## src/rtl/clahe_pkg.sv

```systemverilog
// Shared types and helpers for the CLAHE tile scheduler.
package clahe_pkg;

  // Calc sequencer states: wait for a frame, issue one tile, wait for the engine, swap LUT banks
  typedef enum logic [1:0] {
    C_IDLE  = 2'd0,
    C_ISSUE = 2'd1,
    C_WAIT  = 2'd2,
    C_SWAP  = 2'd3
  } calc_state_e;

  // Width of a packed {tile_y, tile_x} index for a BLOCK x BLOCK tile grid
  function automatic int tile_idx_w(input int block);
    return 2 * $clog2(block);
  endfunction

endpackage

```

## src/rtl/clahe_tile_sched_if.sv

```systemverilog
// Pixel-tagging and calc-engine handshake bundle for clahe_tile_sched.
interface clahe_tile_sched_if #(
  parameter int WIDTH  = 1920,
  parameter int HEIGHT = 1080,
  parameter int BLOCK  = 8
);
  import clahe_pkg::*;

  localparam int XW  = $clog2(WIDTH);
  localparam int YW  = $clog2(HEIGHT);
  localparam int TB  = $clog2(BLOCK);
  localparam int CTW = tile_idx_w(BLOCK);

  logic           src_valid;
  logic           src_last;
  logic           coord_valid;
  logic [XW-1:0]  pix_x;
  logic [YW-1:0]  pix_y;
  logic [TB-1:0]  tile_x;
  logic [TB-1:0]  tile_y;
  logic           hist_bank;
  logic           frame_end;
  logic           calc_start;
  logic [CTW-1:0] calc_tile;
  logic           calc_bank;
  logic           calc_done;
  logic           lut_bank;
  logic           lut_ready;
  logic           overrun;
  logic           frame_err;

  // Pixel source and calc engine side
  modport master (
    output src_valid, src_last, calc_done,
    input  coord_valid, pix_x, pix_y, tile_x, tile_y, hist_bank, frame_end,
    input  calc_start, calc_tile, calc_bank, lut_bank, lut_ready, overrun, frame_err
  );

  // Scheduler side
  modport slave (
    input  src_valid, src_last, calc_done,
    output coord_valid, pix_x, pix_y, tile_x, tile_y, hist_bank, frame_end,
    output calc_start, calc_tile, calc_bank, lut_bank, lut_ready, overrun, frame_err
  );

endinterface

```

## src/rtl/clahe_raster_cnt.sv

```systemverilog
// Raster position tracker: tags each pixel with x/y and tile coordinates, detects frame end.
module clahe_raster_cnt #(
  parameter int WIDTH  = 1920,
  parameter int HEIGHT = 1080,
  parameter int BLOCK  = 8,
  localparam int XW    = $clog2(WIDTH),
  localparam int YW    = $clog2(HEIGHT),
  localparam int TB    = $clog2(BLOCK)
) (
  input  logic          clk,
  input  logic          rst,
  input  logic          src_valid,
  input  logic          src_last,
  output logic          coord_valid,
  output logic [XW-1:0] pix_x,
  output logic [YW-1:0] pix_y,
  output logic [TB-1:0] tile_x,
  output logic [TB-1:0] tile_y,
  output logic          frame_end,
  output logic          frame_err,
  output logic          frame_end_evt
);

  localparam int TW = WIDTH / BLOCK;
  localparam int TH = HEIGHT / BLOCK;
  localparam logic [XW-1:0] X_LAST  = XW'(WIDTH - 1);
  localparam logic [XW-1:0] XS_LAST = XW'(TW - 1);
  localparam logic [YW-1:0] Y_LAST  = YW'(HEIGHT - 1);
  localparam logic [YW-1:0] YS_LAST = YW'(TH - 1);

  logic [XW-1:0] x_q, x_d, xs_q, xs_d;
  logic [YW-1:0] y_q, y_d, ys_q, ys_d;
  logic [TB-1:0] tx_q, tx_d, ty_q, ty_d;
  logic          coord_valid_q, coord_valid_d;
  logic [XW-1:0] pix_x_q, pix_x_d;
  logic [YW-1:0] pix_y_q, pix_y_d;
  logic [TB-1:0] tile_x_q, tile_x_d, tile_y_q, tile_y_d;
  logic          frame_end_q, frame_end_d;
  logic          frame_err_q, frame_err_d;
  logic          last_pix;
  logic          end_evt;

  // Tag the current pixel, then advance the counters; xs/ys sub-counters step the tile index without a divider
  always_comb begin
    x_d           = x_q;
    y_d           = y_q;
    xs_d          = xs_q;
    ys_d          = ys_q;
    tx_d          = tx_q;
    ty_d          = ty_q;
    coord_valid_d = src_valid;
    pix_x_d       = pix_x_q;
    pix_y_d       = pix_y_q;
    tile_x_d      = tile_x_q;
    tile_y_d      = tile_y_q;
    frame_end_d   = 1'b0;
    frame_err_d   = frame_err_q;
    last_pix      = (x_q == X_LAST) && (y_q == Y_LAST);
    end_evt       = src_valid && (last_pix || src_last);

    if (src_valid) begin
      pix_x_d     = x_q;
      pix_y_d     = y_q;
      tile_x_d    = tx_q;
      tile_y_d    = ty_q;
      frame_end_d = end_evt;
      if (end_evt) begin
        x_d  = '0;
        y_d  = '0;
        xs_d = '0;
        ys_d = '0;
        tx_d = '0;
        ty_d = '0;
        if (last_pix != src_last) frame_err_d = 1'b1;
      end else if (x_q == X_LAST) begin
        x_d  = '0;
        xs_d = '0;
        tx_d = '0;
        y_d  = y_q + YW'(1);
        if (ys_q == YS_LAST) begin
          ys_d = '0;
          ty_d = ty_q + TB'(1);
        end else begin
          ys_d = ys_q + YW'(1);
        end
      end else begin
        x_d = x_q + XW'(1);
        if (xs_q == XS_LAST) begin
          xs_d = '0;
          tx_d = tx_q + TB'(1);
        end else begin
          xs_d = xs_q + XW'(1);
        end
      end
    end
  end

  // Register counters and tagged outputs; frame_err is sticky until reset
  always_ff @(posedge clk) begin
    if (rst) begin
      x_q           <= '0;
      y_q           <= '0;
      xs_q          <= '0;
      ys_q          <= '0;
      tx_q          <= '0;
      ty_q          <= '0;
      coord_valid_q <= 1'b0;
      pix_x_q       <= '0;
      pix_y_q       <= '0;
      tile_x_q      <= '0;
      tile_y_q      <= '0;
      frame_end_q   <= 1'b0;
      frame_err_q   <= 1'b0;
    end else begin
      x_q           <= x_d;
      y_q           <= y_d;
      xs_q          <= xs_d;
      ys_q          <= ys_d;
      tx_q          <= tx_d;
      ty_q          <= ty_d;
      coord_valid_q <= coord_valid_d;
      pix_x_q       <= pix_x_d;
      pix_y_q       <= pix_y_d;
      tile_x_q      <= tile_x_d;
      tile_y_q      <= tile_y_d;
      frame_end_q   <= frame_end_d;
      frame_err_q   <= frame_err_d;
    end
  end

  assign coord_valid   = coord_valid_q;
  assign pix_x         = pix_x_q;
  assign pix_y         = pix_y_q;
  assign tile_x        = tile_x_q;
  assign tile_y        = tile_y_q;
  assign frame_end     = frame_end_q;
  assign frame_err     = frame_err_q;
  assign frame_end_evt = end_evt;

endmodule

```

## src/rtl/clahe_tile_sched.sv

```systemverilog
// CLAHE frame/tile scheduler: raster tagging, ping-pong bank control and per-tile calc sequencing.
module clahe_tile_sched
  import clahe_pkg::*;
#(
  parameter int WIDTH  = 1920,
  parameter int HEIGHT = 1080,
  parameter int BLOCK  = 8,
  localparam int CTW   = tile_idx_w(BLOCK)
) (
  input  logic        clk,
  input  logic        rst,
  clahe_tile_sched_if.slave bus
);

  localparam int XW = $clog2(WIDTH);
  localparam int YW = $clog2(HEIGHT);
  localparam int TB = $clog2(BLOCK);
  localparam logic [CTW-1:0] TILE_LAST = CTW'(BLOCK * BLOCK - 1);

  logic          coord_valid;
  logic [XW-1:0] pix_x;
  logic [YW-1:0] pix_y;
  logic [TB-1:0] tile_x, tile_y;
  logic          frame_end, frame_err, end_evt;

  clahe_raster_cnt #(
    .WIDTH (WIDTH),
    .HEIGHT(HEIGHT),
    .BLOCK (BLOCK)
  ) u_raster (
    .clk          (clk),
    .rst          (rst),
    .src_valid    (bus.src_valid),
    .src_last     (bus.src_last),
    .coord_valid  (coord_valid),
    .pix_x        (pix_x),
    .pix_y        (pix_y),
    .tile_x       (tile_x),
    .tile_y       (tile_y),
    .frame_end    (frame_end),
    .frame_err    (frame_err),
    .frame_end_evt(end_evt)
  );

  calc_state_e    state_q, state_d;
  logic [CTW-1:0] calc_tile_q, calc_tile_d;
  logic           calc_bank_q, calc_bank_d;
  logic           calc_start_q, calc_start_d;
  logic           lut_bank_q, lut_bank_d;
  logic           lut_ready_q, lut_ready_d;
  logic           overrun_q, overrun_d;
  logic           hist_bank_q, hist_bank_d;
  logic           req_q, req_d;
  logic           busy;

  // Next-state for the calc sequencer; a frame end while a sequence is live or pending is dropped as an overrun
  always_comb begin
    state_d      = state_q;
    calc_tile_d  = calc_tile_q;
    calc_bank_d  = calc_bank_q;
    calc_start_d = 1'b0;
    lut_bank_d   = lut_bank_q;
    lut_ready_d  = lut_ready_q;
    overrun_d    = overrun_q;
    hist_bank_d  = hist_bank_q;
    req_d        = req_q;
    busy         = (state_q == C_ISSUE) || (state_q == C_WAIT) ||
                   ((state_q == C_IDLE) && req_q);

    case (state_q)
      C_IDLE: begin
        if (req_q) begin
          req_d        = 1'b0;
          state_d      = C_ISSUE;
          calc_tile_d  = '0;
          calc_bank_d  = ~hist_bank_q;
          calc_start_d = 1'b1;
        end
      end
      C_ISSUE: begin
        state_d = C_WAIT;
      end
      C_WAIT: begin
        if (bus.calc_done) begin
          if (calc_tile_q == TILE_LAST) begin
            state_d     = C_SWAP;
            lut_bank_d  = ~lut_bank_q;
            lut_ready_d = 1'b1;
          end else begin
            state_d      = C_ISSUE;
            calc_tile_d  = calc_tile_q + CTW'(1);
            calc_start_d = 1'b1;
          end
        end
      end
      C_SWAP: begin
        state_d = C_IDLE;
      end
      default: state_d = C_IDLE;
    endcase

    if (end_evt) begin
      hist_bank_d = ~hist_bank_q;
      if (busy) overrun_d = 1'b1;
      else      req_d     = 1'b1;
    end
  end

  // Sequencer state and its registered outputs
  always_ff @(posedge clk) begin
    if (rst) begin
      state_q      <= C_IDLE;
      calc_tile_q  <= '0;
      calc_bank_q  <= 1'b0;
      calc_start_q <= 1'b0;
      lut_bank_q   <= 1'b0;
      lut_ready_q  <= 1'b0;
      overrun_q    <= 1'b0;
      hist_bank_q  <= 1'b0;
      req_q        <= 1'b0;
    end else begin
      state_q      <= state_d;
      calc_tile_q  <= calc_tile_d;
      calc_bank_q  <= calc_bank_d;
      calc_start_q <= calc_start_d;
      lut_bank_q   <= lut_bank_d;
      lut_ready_q  <= lut_ready_d;
      overrun_q    <= overrun_d;
      hist_bank_q  <= hist_bank_d;
      req_q        <= req_d;
    end
  end

  assign bus.coord_valid = coord_valid;
  assign bus.pix_x       = pix_x;
  assign bus.pix_y       = pix_y;
  assign bus.tile_x      = tile_x;
  assign bus.tile_y      = tile_y;
  assign bus.frame_end   = frame_end;
  assign bus.frame_err   = frame_err;
  assign bus.hist_bank   = hist_bank_q;
  assign bus.calc_start  = calc_start_q;
  assign bus.calc_tile   = calc_tile_q;
  assign bus.calc_bank   = calc_bank_q;
  assign bus.lut_bank    = lut_bank_q;
  assign bus.lut_ready   = lut_ready_q;
  assign bus.overrun     = overrun_q;

endmodule
```

## src/flat_wrapper.sv

```systemverilog
// flat-port wrapper written by rule: the top's interface ports become plain ports
module clahe_tile_sched_flat import clahe_pkg::*;
#(
  parameter int WIDTH  = 1920,
  parameter int HEIGHT = 1080,
  parameter int BLOCK  = 8,
  localparam int CTW   = tile_idx_w(BLOCK)
)
  (clk, rst, bus_src_valid, bus_src_last, bus_calc_done, bus_coord_valid, bus_pix_x, bus_pix_y, bus_tile_x, bus_tile_y, bus_hist_bank, bus_frame_end, bus_calc_start, bus_calc_tile, bus_calc_bank, bus_lut_bank, bus_lut_ready, bus_overrun, bus_frame_err);
  clahe_tile_sched_if #(.WIDTH(WIDTH), .HEIGHT(HEIGHT), .BLOCK(BLOCK)) bus_i ();
  input  logic clk;
  input  logic rst;
  input wire logic [$bits(bus_i.src_valid)-1:0] bus_src_valid;
  input wire logic [$bits(bus_i.src_last)-1:0] bus_src_last;
  input wire logic [$bits(bus_i.calc_done)-1:0] bus_calc_done;
  output wire logic [$bits(bus_i.coord_valid)-1:0] bus_coord_valid;
  output wire logic [$bits(bus_i.pix_x)-1:0] bus_pix_x;
  output wire logic [$bits(bus_i.pix_y)-1:0] bus_pix_y;
  output wire logic [$bits(bus_i.tile_x)-1:0] bus_tile_x;
  output wire logic [$bits(bus_i.tile_y)-1:0] bus_tile_y;
  output wire logic [$bits(bus_i.hist_bank)-1:0] bus_hist_bank;
  output wire logic [$bits(bus_i.frame_end)-1:0] bus_frame_end;
  output wire logic [$bits(bus_i.calc_start)-1:0] bus_calc_start;
  output wire logic [$bits(bus_i.calc_tile)-1:0] bus_calc_tile;
  output wire logic [$bits(bus_i.calc_bank)-1:0] bus_calc_bank;
  output wire logic [$bits(bus_i.lut_bank)-1:0] bus_lut_bank;
  output wire logic [$bits(bus_i.lut_ready)-1:0] bus_lut_ready;
  output wire logic [$bits(bus_i.overrun)-1:0] bus_overrun;
  output wire logic [$bits(bus_i.frame_err)-1:0] bus_frame_err;
  assign bus_i.src_valid = bus_src_valid;
  assign bus_i.src_last = bus_src_last;
  assign bus_i.calc_done = bus_calc_done;
  assign bus_coord_valid = bus_i.coord_valid;
  assign bus_pix_x = bus_i.pix_x;
  assign bus_pix_y = bus_i.pix_y;
  assign bus_tile_x = bus_i.tile_x;
  assign bus_tile_y = bus_i.tile_y;
  assign bus_hist_bank = bus_i.hist_bank;
  assign bus_frame_end = bus_i.frame_end;
  assign bus_calc_start = bus_i.calc_start;
  assign bus_calc_tile = bus_i.calc_tile;
  assign bus_calc_bank = bus_i.calc_bank;
  assign bus_lut_bank = bus_i.lut_bank;
  assign bus_lut_ready = bus_i.lut_ready;
  assign bus_overrun = bus_i.overrun;
  assign bus_frame_err = bus_i.frame_err;
  clahe_tile_sched #(.WIDTH(WIDTH), .HEIGHT(HEIGHT), .BLOCK(BLOCK)) u_core (.clk(clk), .rst(rst), .bus(bus_i));
endmodule
```

## config.mk

```make
export PLATFORM = sky130hd
export DESIGN_NAME = clahe_tile_sched_flat
export DESIGN_NICKNAME = d
export VERILOG_FILES = /design/src/rtl/clahe_pkg.sv /design/src/rtl/clahe_tile_sched_if.sv /design/src/rtl/clahe_raster_cnt.sv /design/src/rtl/clahe_tile_sched.sv /design/src/flat_wrapper.sv
export SDC_FILE = /design/constraint.sdc
export NUM_CORES = 1
export LEC_CHECK = 0
export CAP_MARGIN = 10
export CORE_AREA = 5 5 128 99
export CTS_CLUSTER_SIZE = 25
export DETAILED_ROUTE_END_ITERATION = 8
export DIE_AREA = 0 0 133 104
export HOLD_SLACK_MARGIN = 0.12
export SETUP_SLACK_MARGIN = 0.3
export SYNTH_ARGS = -nofsm -noshare
export SYNTH_HDL_FRONTEND = slang
export SYNTH_SLANG_ARGS = --single-unit
```

## constraint.sdc

```tcl
create_clock -name clk -period 8.5 [get_ports clk]
set_input_delay 1.7 -clock clk [delete_from_list [all_inputs] [get_ports clk]]
set_output_delay 1.7 -clock clk [all_outputs]
set_load 0.01 [all_outputs]
```

**Word-level counts from Yosys, hierarchy flattened**

Cells that the tools add are included.

- Add/sub/neg operators: 7
- Equality and inequality tests: 12
- Muxes and demuxes: 31
- Bitwise logic cells: 3
- Reduce and logical (&&, ||, !) cells: 21

Operator list:

| cell | count |
|---|---|
| $mux 11 | 10 |
| $add 11x1->11 const B | 4 |
| $eq 11x11->1 const B | 2 |
| $eq 11x8->1 const B | 2 |
| $mux 3 | 6 |
| $mux 6 | 3 |
| $pmux 6 s2 | 1 |
| $reduce_and 2->1 | 5 |
| $reduce_and 3->1 | 3 |
| $pmux 2 s4 | 1 |
| $add 3x1->3 const B | 2 |
| $add 6x1->6 const B | 1 |
| $eq 6x6->1 const B | 1 |
| $mux 1 | 6 |
| $mux 2 | 3 |
| $reduce_bool 2->1 | 3 |
| $eq 2x2->1 const B | 2 |
| $ne 2x2->1 const B | 2 |
| $reduce_and 4->1 | 1 |
| $logic_and 1x1->1 | 3 |
| $logic_or 1x1->1 | 3 |
| $not 1->1 | 3 |
| $reduce_bool 3->1 | 1 |
| $eq 2x1->1 const B | 1 |
| 5 further kinds | 5 |

- Register bits after elaboration: 96
- Output and inout bits: 43
- Word-level logic and storage cells: 96

**Longest topological paths before layout**

Gate-level depths: netlist of run 1.

- Word-level depth: 6
- Gate-level depth with buffers: 12
- Depth with buffers taken out: 10

**Hierarchy**

Synthesis of run 1 repeated with hierarchy kept, for this count alone.

- Cells, all modules: 479
- Area, all modules: 4341.7 µm²

By module, submodules not included:

| module | times used | cells each | area each (µm²) | seq. area each (µm²) |
|---|---|---|---|---|
| clahe_raster_cnt | 1 | 388 | 3547.2 | 1621.6 |
| clahe_tile_sched | 1 | 91 | 794.5 | 300.3 |

**Worst setup path before layout of run 1**

No wires, ideal clock.

- Kind: input to register
- From: input bus_src_last
- To: register u_core.u_raster.ys_q[5]
- Setup time: 0.128 ns
- Data arrival time: 3.090 ns
- Path slack: 5.282 ns
- Cell stages on the path: 9
- Path buffers: 2
- Path through: inv_1 ha_1 nand2b_1 buf_2 nand2_1 clkbuf_1 nor3_1 o21ai_0 o41ai_2

- Cells in the longest elaborated chain, start to end: 4

Ends and longest elaborated chain:

| element | RTL line | RTL |
|---|---|---|
| from (decl) | flat_wrapper.sv:14 | `input wire logic [$bits(bus_i.src_last)-1:0] bus_src_last;` |
| $logic_or 1x1->1 (*) | clahe_raster_cnt.sv:59 | `end_evt = src_valid && (last_pix \|\| src_last);` |
| $logic_and 1x1->1 (*) | clahe_raster_cnt.sv:59 |  |
| $reduce_bool 2->1 (no line) | - |  |
| $reduce_and 2->1 (no line) | - |  |
| to (signal assigned) | clahe_raster_cnt.sv:118 | `ys_q <= ys_d;` |
| to (decl) | clahe_raster_cnt.sv:32 | `logic [YW-1:0] y_q, y_d, ys_q, ys_d;` |

Every way passes the cells marked *; elsewhere a longest branch is shown, timed or not.
A chain may end at the register's enable or synchronous reset.

**Final worst setup path of run 1**

Ends and elaborated chain as after synthesis.

==> reports/results.ini, run 1 <==
[logic_synthesis]
synth_compound_area_share_pct = 12.5
synthXorXnorAreaFrac_pct = 4.49
seq_area_frac_synth_pct = 44.8
synth_ff_type = dfxtp_1
netlist_area_sq_um = 4290
syn_nets = 497
synthMuxAreaShare_pct = 7.24
synthArstFlopShare_pct = 0
synth-edff-count = 0
synth_top_family_by_area = simple AND/OR/NAND/NOR gates
synth.distinct_cells = 55
synthAdderAreaFrac_pct = 3.21
yosys_register_bits = 96
ys_warn_count = 0
synth.avg_cell_area_sq_um = 8.91
synth_simple_gate_area_share_pct = 24.9
synthCells = 481

[critical_path]
critPathLaunchType = input pin
rrSetupSlack_ns = 4.81
endpoint = u_core.u_raster.ys_q[5]
cp-end-kind = register
cp.arrival_ns = 4.49
startpoint = bus_src_last
worstSetupPathType = in -> reg
reg2reg_depth = 9
crit_required_ns = 8.74
cp_max_fo = 16
r2r_start = u_core.u_raster.x_q[0]
r2r_end = u_core.u_raster.ty_q[1]

[die]
die_w_um = 133
num_rows = 34
coreArea_sq_um = 11400
die_area_sq_um = 13800
die_h_um = 104
initial_core_util_pct = 37.8
ios = 48

[timing]
timing.fmax_mhz = 235
slew_headroom_pct = 49.6
tns_ns = 0
worstMarginPinSlew_ns = 0.750
period_share_pct = 50.0
setup_viol = 0
skew_ns = 0.00654
rsz0062_at_grt = no
final.min_clock_period_ns = 4.25
slew_violations = 0
hold_violations = 0

[placed_design]
dp_hpwl_um = 6630
port_buffers = 47
dpl_cell_area_sq_um = 4860
place.gp.congestion = 0.811

[finish]
antenna_cells = 0
final_common_cell = dfxtp_1
design_area_sq_um = 5130
fin_nets = 537
area_growth_pct = 19.6
n_fill_cell = 1086
drive_gt1_share_pct = 5.89
final_cell_mix = 96 x dfxtp_1, 85 x nor2_1, 45 x clkdlybuf4s50_1

[clock_network]
clock_latency_ns = 0.34
cts_tree = done
htreeDepth = 3
postCtsSetupRepairBufs = 0
postCtsHoldBufs = 0
clockRootBuffer = clkbuf_16
numClockSinks = 96
path_clk_slew_ns = 0.06
cts_resized = 0
numCtsBuffers = 9
clock_tree.buffer_depth = 2

[power_and_ir_drop]
peakVddDrop_mv = 0.0864
p_seq_share_pct = 50.1
p_leak_nw = 1.86
power_switching_uw = 238
swShare_pct = 25.2
powerDensity_nw_per_um2 = 184
combPwrFrac_pct = 10.9
p_int_uw = 706
clockPowerShare_pct = 39.0

[drt]
wirelength_um = 9850
drtIter0Drc = 277
drt_pre_antenna_iters = 5
vias_per_cell = 5.34
wl_per_cell_um = 14.7
drc = 0
vias = 3579
ant_nets = 0

[min_path]
min_from = u_core.bus.lut_ready
hold_class = reg -> reg

[global_route]
antenna_found_initial = 0
grt_overflow = 0
grt_max_degree = 63
grt_pass1_vias = 3424
grt_usage_pct = 14.5
grt_first_pass_wirelength_um = 16700

[status]
outcome = finished, final reports clean

[job]
drv_cap = 0

-- layer usage --
metal | GRT usage, % | vias to the layer above | part of all wire, %
met5 | 0 | - | 0
met4 | 4.45 | 0 | 1.1
met3 | 3.63 | 10 | 3.8
met2 | 21.2 | 60 | 42
met1 | 20.8 | 1704 | 53
li1 | - | 1805 | -
-- synth_stat cells, types with 10 or more instances --
cell type  instances  share of area [%]
inv_1             10               0.88
dfxtp_1           96                 45
nor3_1            17                2.0
nand2_1           33                2.9
clkbuf_1          18                1.6
mux2i_1           31                7.2
nand3_1           17                2.0
xor2_1            10                2.0
nor2_1            85                7.4
o21ai_0           19                2.2
nand4_1           15                2.2
ha_1              11                3.2
a21oi_1           27                3.2
xnor2_1           12                2.5
-- power by group through the flow --
stage	clock [mW]	combinational [mW]	sequential, mW
final	0.368	0.103	0.472
after global routing	0.398	0.116	0.474
after CTS	0.377	0.103	0.472
after detailed placement	0	0.103	0.482
after global placement	0	0.101	0.482
after floorplan	0	0.0728	0.482
-- worst min path at each step --
| stage | cells after the start | to | slack [ns] |
|---|---|---|---|
| 6_report | 2 | u_core.bus.lut_ready | 0.47 |
| 5_1_grt | 1 | u_core.u_raster.ys_q[10] | 0.51 |
| 4_1_cts | 1 | u_core.u_raster.ys_q[10] | 0.48 |
| 3_5_place_dp | 1 | u_core.u_raster.ys_q[10] | 0.47 |
| 3_3_place_gp | 1 | u_core.u_raster.ys_q[10] | 0.45 |
| 2_1_floorplan | 1 | u_core.u_raster.ys_q[10] | 0.43 |
-- cell type report --
type                    count  area (sq um)  area share (%)
inverters                  10          37.5           0.732
clock buffers              12           246            4.81
multi-input cells         355          2240            43.8
repair buffers             49           475            9.28
flip-flops and latches     96          1920            37.5
clock inverters             4          20.0           0.391
well taps                 144           180            3.51
-- cell families after synthesis --
family,count (synthesis)
adders and majority gates,11
AOI/OAI and AO/OA,79
muxes,31
xor gates and xnor gates,22
DFF,96
and+or+nand+nor,212
buffers and inverters,30
-- state kept, by name, summed over array words and instances, names as in the netlist, 2 cells and up --
signal,flops
u_core.u_raster.y_q,11
u_core.u_raster.ys_q,11
u_core.bus.calc_tile,6
u_core.u_raster.x_q,11
u_core.u_raster.pix_x,11
u_core.u_raster.ty_q,3
u_core.u_raster.tx_q,3
u_core.u_raster.xs_q,11
u_core.u_raster.pix_y,11
u_core.u_raster.tile_x,3
u_core.u_raster.tile_y,3
u_core.state_q,2
-- critical path: stages --
cell	delay (ns)
clkdlybuf4s50_1	0.39
inv_1	0.07
ha_1	0.58
nand2b_1	0.39
nand2_1	0.39
nor2_1	0.48
nand2_2	0.19
o41ai_2	0.29
-- through the flow --
step | total power [mW] | utilization (%) | std cells | setup WS [ns] | hold slack (ns)
after global routing | 0.988 | 45.1 | 670 | 4.04 | 0.510
after floorplan | 0.554 | - | 481 | 5.28 | 0.428
after CTS | 0.953 | 45.1 | 670 | 4.29 | 0.476
after detailed placement | 0.585 | 42.8 | 654 | 3.93 | 0.467
final | 0.944 | 45.1 | 670 | 4.25 | 0.473
after global placement | 0.583 | 42.8 | 654 | 4.06 | 0.451
(Power assumes the default switching activity.)
==> run 2: changes to the inputs <==
clock period = 4.3 ns   (was 8.5 ns; I/O delays follow)
==> reports/results.ini, run 2 (synthesis gave the netlist of run 1 again) <==
[critical_path]
crit_buf_inv = 1
path_common_cell = ha_1
slowest_delay_ns = 0.47
cp_max_fo = 16
cp_slowest_cell = ha_1
worstSetupPathType = reg -> reg
critPathLaunchType = register
crit_required_ns = 4.52
cp.arrival_ns = 3.48
cp-end-kind = register
reg2reg_depth = 11
worstPathCellList = ha_1 -> nand3_4 -> nor3_4 -> nand4_1 -> ha_1 -> nand2b_1 -> nand2_1 -> buf_4 -> nor3_1 -> o21ai_0 -> o41ai_2
cp_top_family = simple AND/OR/NAND/NOR gates
cp.depth = 11

[clock_network]
clockRootBuffer = clkbuf_16
numCtsBuffers = 9
postCtsHoldBufs = 0
numClockSinks = 96
path_clk_slew_ns = 0.07
clock_tree.buffer_depth = 2
clock_latency_ns = 0.34
htreeDepth = 3
cts_resized = 0
cts_tree = done
postCtsSetupRepairBufs = 0

[drt]
wl_met2_um = 4070
drc = 0
wl_per_cell_um = 14.6
vias = 3564
vias_per_cell = 5.31
wl_met1_um = 5110
wirelength_um = 9790
top_layer_used = met4
drt_pre_antenna_iters = 5
drtIter0Drc = 311
ant_nets = 0
met3_length_um = 529

[timing]
slew_violations = 0
rsz0062_at_grt = no
final.min_clock_period_ns = 3.26
worstMarginPinSlew_ns = 0.686
hold_violations = 0
slew_headroom_pct = 54.2
setup_viol = 0
timing.fmax_mhz = 306
skew_ns = 0.00799
tns_ns = 0
period_share_pct = 75.9

[placed_design]
dpl_cell_area_sq_um = 4870
dp_hpwl_um = 6650
port_buffers = 47
place.gp.congestion = 0.815
dp_cells = 655

[power_and_ir_drop]
powerDensity_nw_per_um2 = 384
p_leak_nw = 1.89
peakVddDrop_mv = 0.262

[status]
outcome = finished, final reports clean

[die]
num_rows = 34
die_area_sq_um = 13800
die_h_um = 104
die_w_um = 133
coreArea_sq_um = 11400
initial_core_util_pct = 37.8
ios = 48

[finish]
n_fill_cell = 1080
multi_input_area_sq_um = 2240
fin_nets = 538
design_area_sq_um = 5190
area_growth_pct = 21.2
regArea_sq_um = 1920
final_common_cell = dfxtp_1
final_cell_mix = 96 x dfxtp_1, 85 x nor2_1, 45 x clkdlybuf4s50_1
drive_gt1_share_pct = 6.45
fin_cells = 671
antenna_cells = 0

[global_route]
grt_pass1_vias = 3460
grt_max_degree = 62
antenna_found_initial = 0
grt_overflow = 0
grt_first_pass_wirelength_um = 17200
grt_usage_pct = 14.9

[job]
drv_cap = 0

[min_path]
hold_class = reg -> reg
hold_depth = 1

[run 2: changes by cell type in the layout (fill, tap and decap cells not counted)]
cell	previous run	this run
clkbuf_8	1	4
buf_4	2	3
clkbuf_1	2	0
clkinv_2	4	0
bufinv_16	0	1
clkinv_4	0	2
[run 2: where the power goes]
part	leakage [nW]	switching [mW]	internal (mW)	total, mW
logic	0.950	0.128	0.0779	0.205
clock network	0.162	0.341	0.517	0.858
registers	0.776	0.0200	0.913	0.933
[run 2: worst paths after layout]
kind	slack, ns	from	endpoint
max	1.04	u_core.u_raster.x_q[0]	u_core.u_raster.ys_q[5]
max reg2reg	1.04	u_core.u_raster.x_q[0]	u_core.u_raster.ys_q[5]
min reg2reg	0.48	u_core.u_raster.ys_q[10]	u_core.u_raster.ys_q[10]
min	0.48	u_core.u_raster.ys_q[10]	u_core.u_raster.ys_q[10]
[run 2: layout make-up]
class | count | share of cell area, %
inverters | 10 | 0.723
repair buffers | 50 | 9.30
clock buffers | 13 | 5.39
flip-flops and latches | 96 | 37.0
multi-input cells | 355 | 43.2
clock inverters | 3 | 0.915
well taps | 144 | 3.47
[run 2: stage by stage]
| step | util (%) | setup slack [ns] | power (mW) | hold WS, ns |
|---|---|---|---|---|
| 2_1_floorplan | - | 1.55 | 1.10 | 0.428 |
| 3_3_place_gp | 42.9 | 1.05 | 1.15 | 0.451 |
| 3_5_place_dp | 42.9 | 0.982 | 1.16 | 0.476 |
| 4_1_cts | 45.7 | 1.03 | 2.02 | 0.484 |
| 5_1_grt | 45.7 | 0.740 | 2.09 | 0.509 |
| 6_report | 45.7 | 1.04 | 2.00 | 0.475 |
[run 2: metal layers]
| metal | up-vias | GRT usage [%] |
|---|---|---|
| li1 | 1813 | - |
| met1 | 1648 | 21.4 |
| met4 | 0 | 3.19 |
| met3 | 6 | 5.03 |
| met5 | - | 0 |
| met2 | 97 | 21.4 |
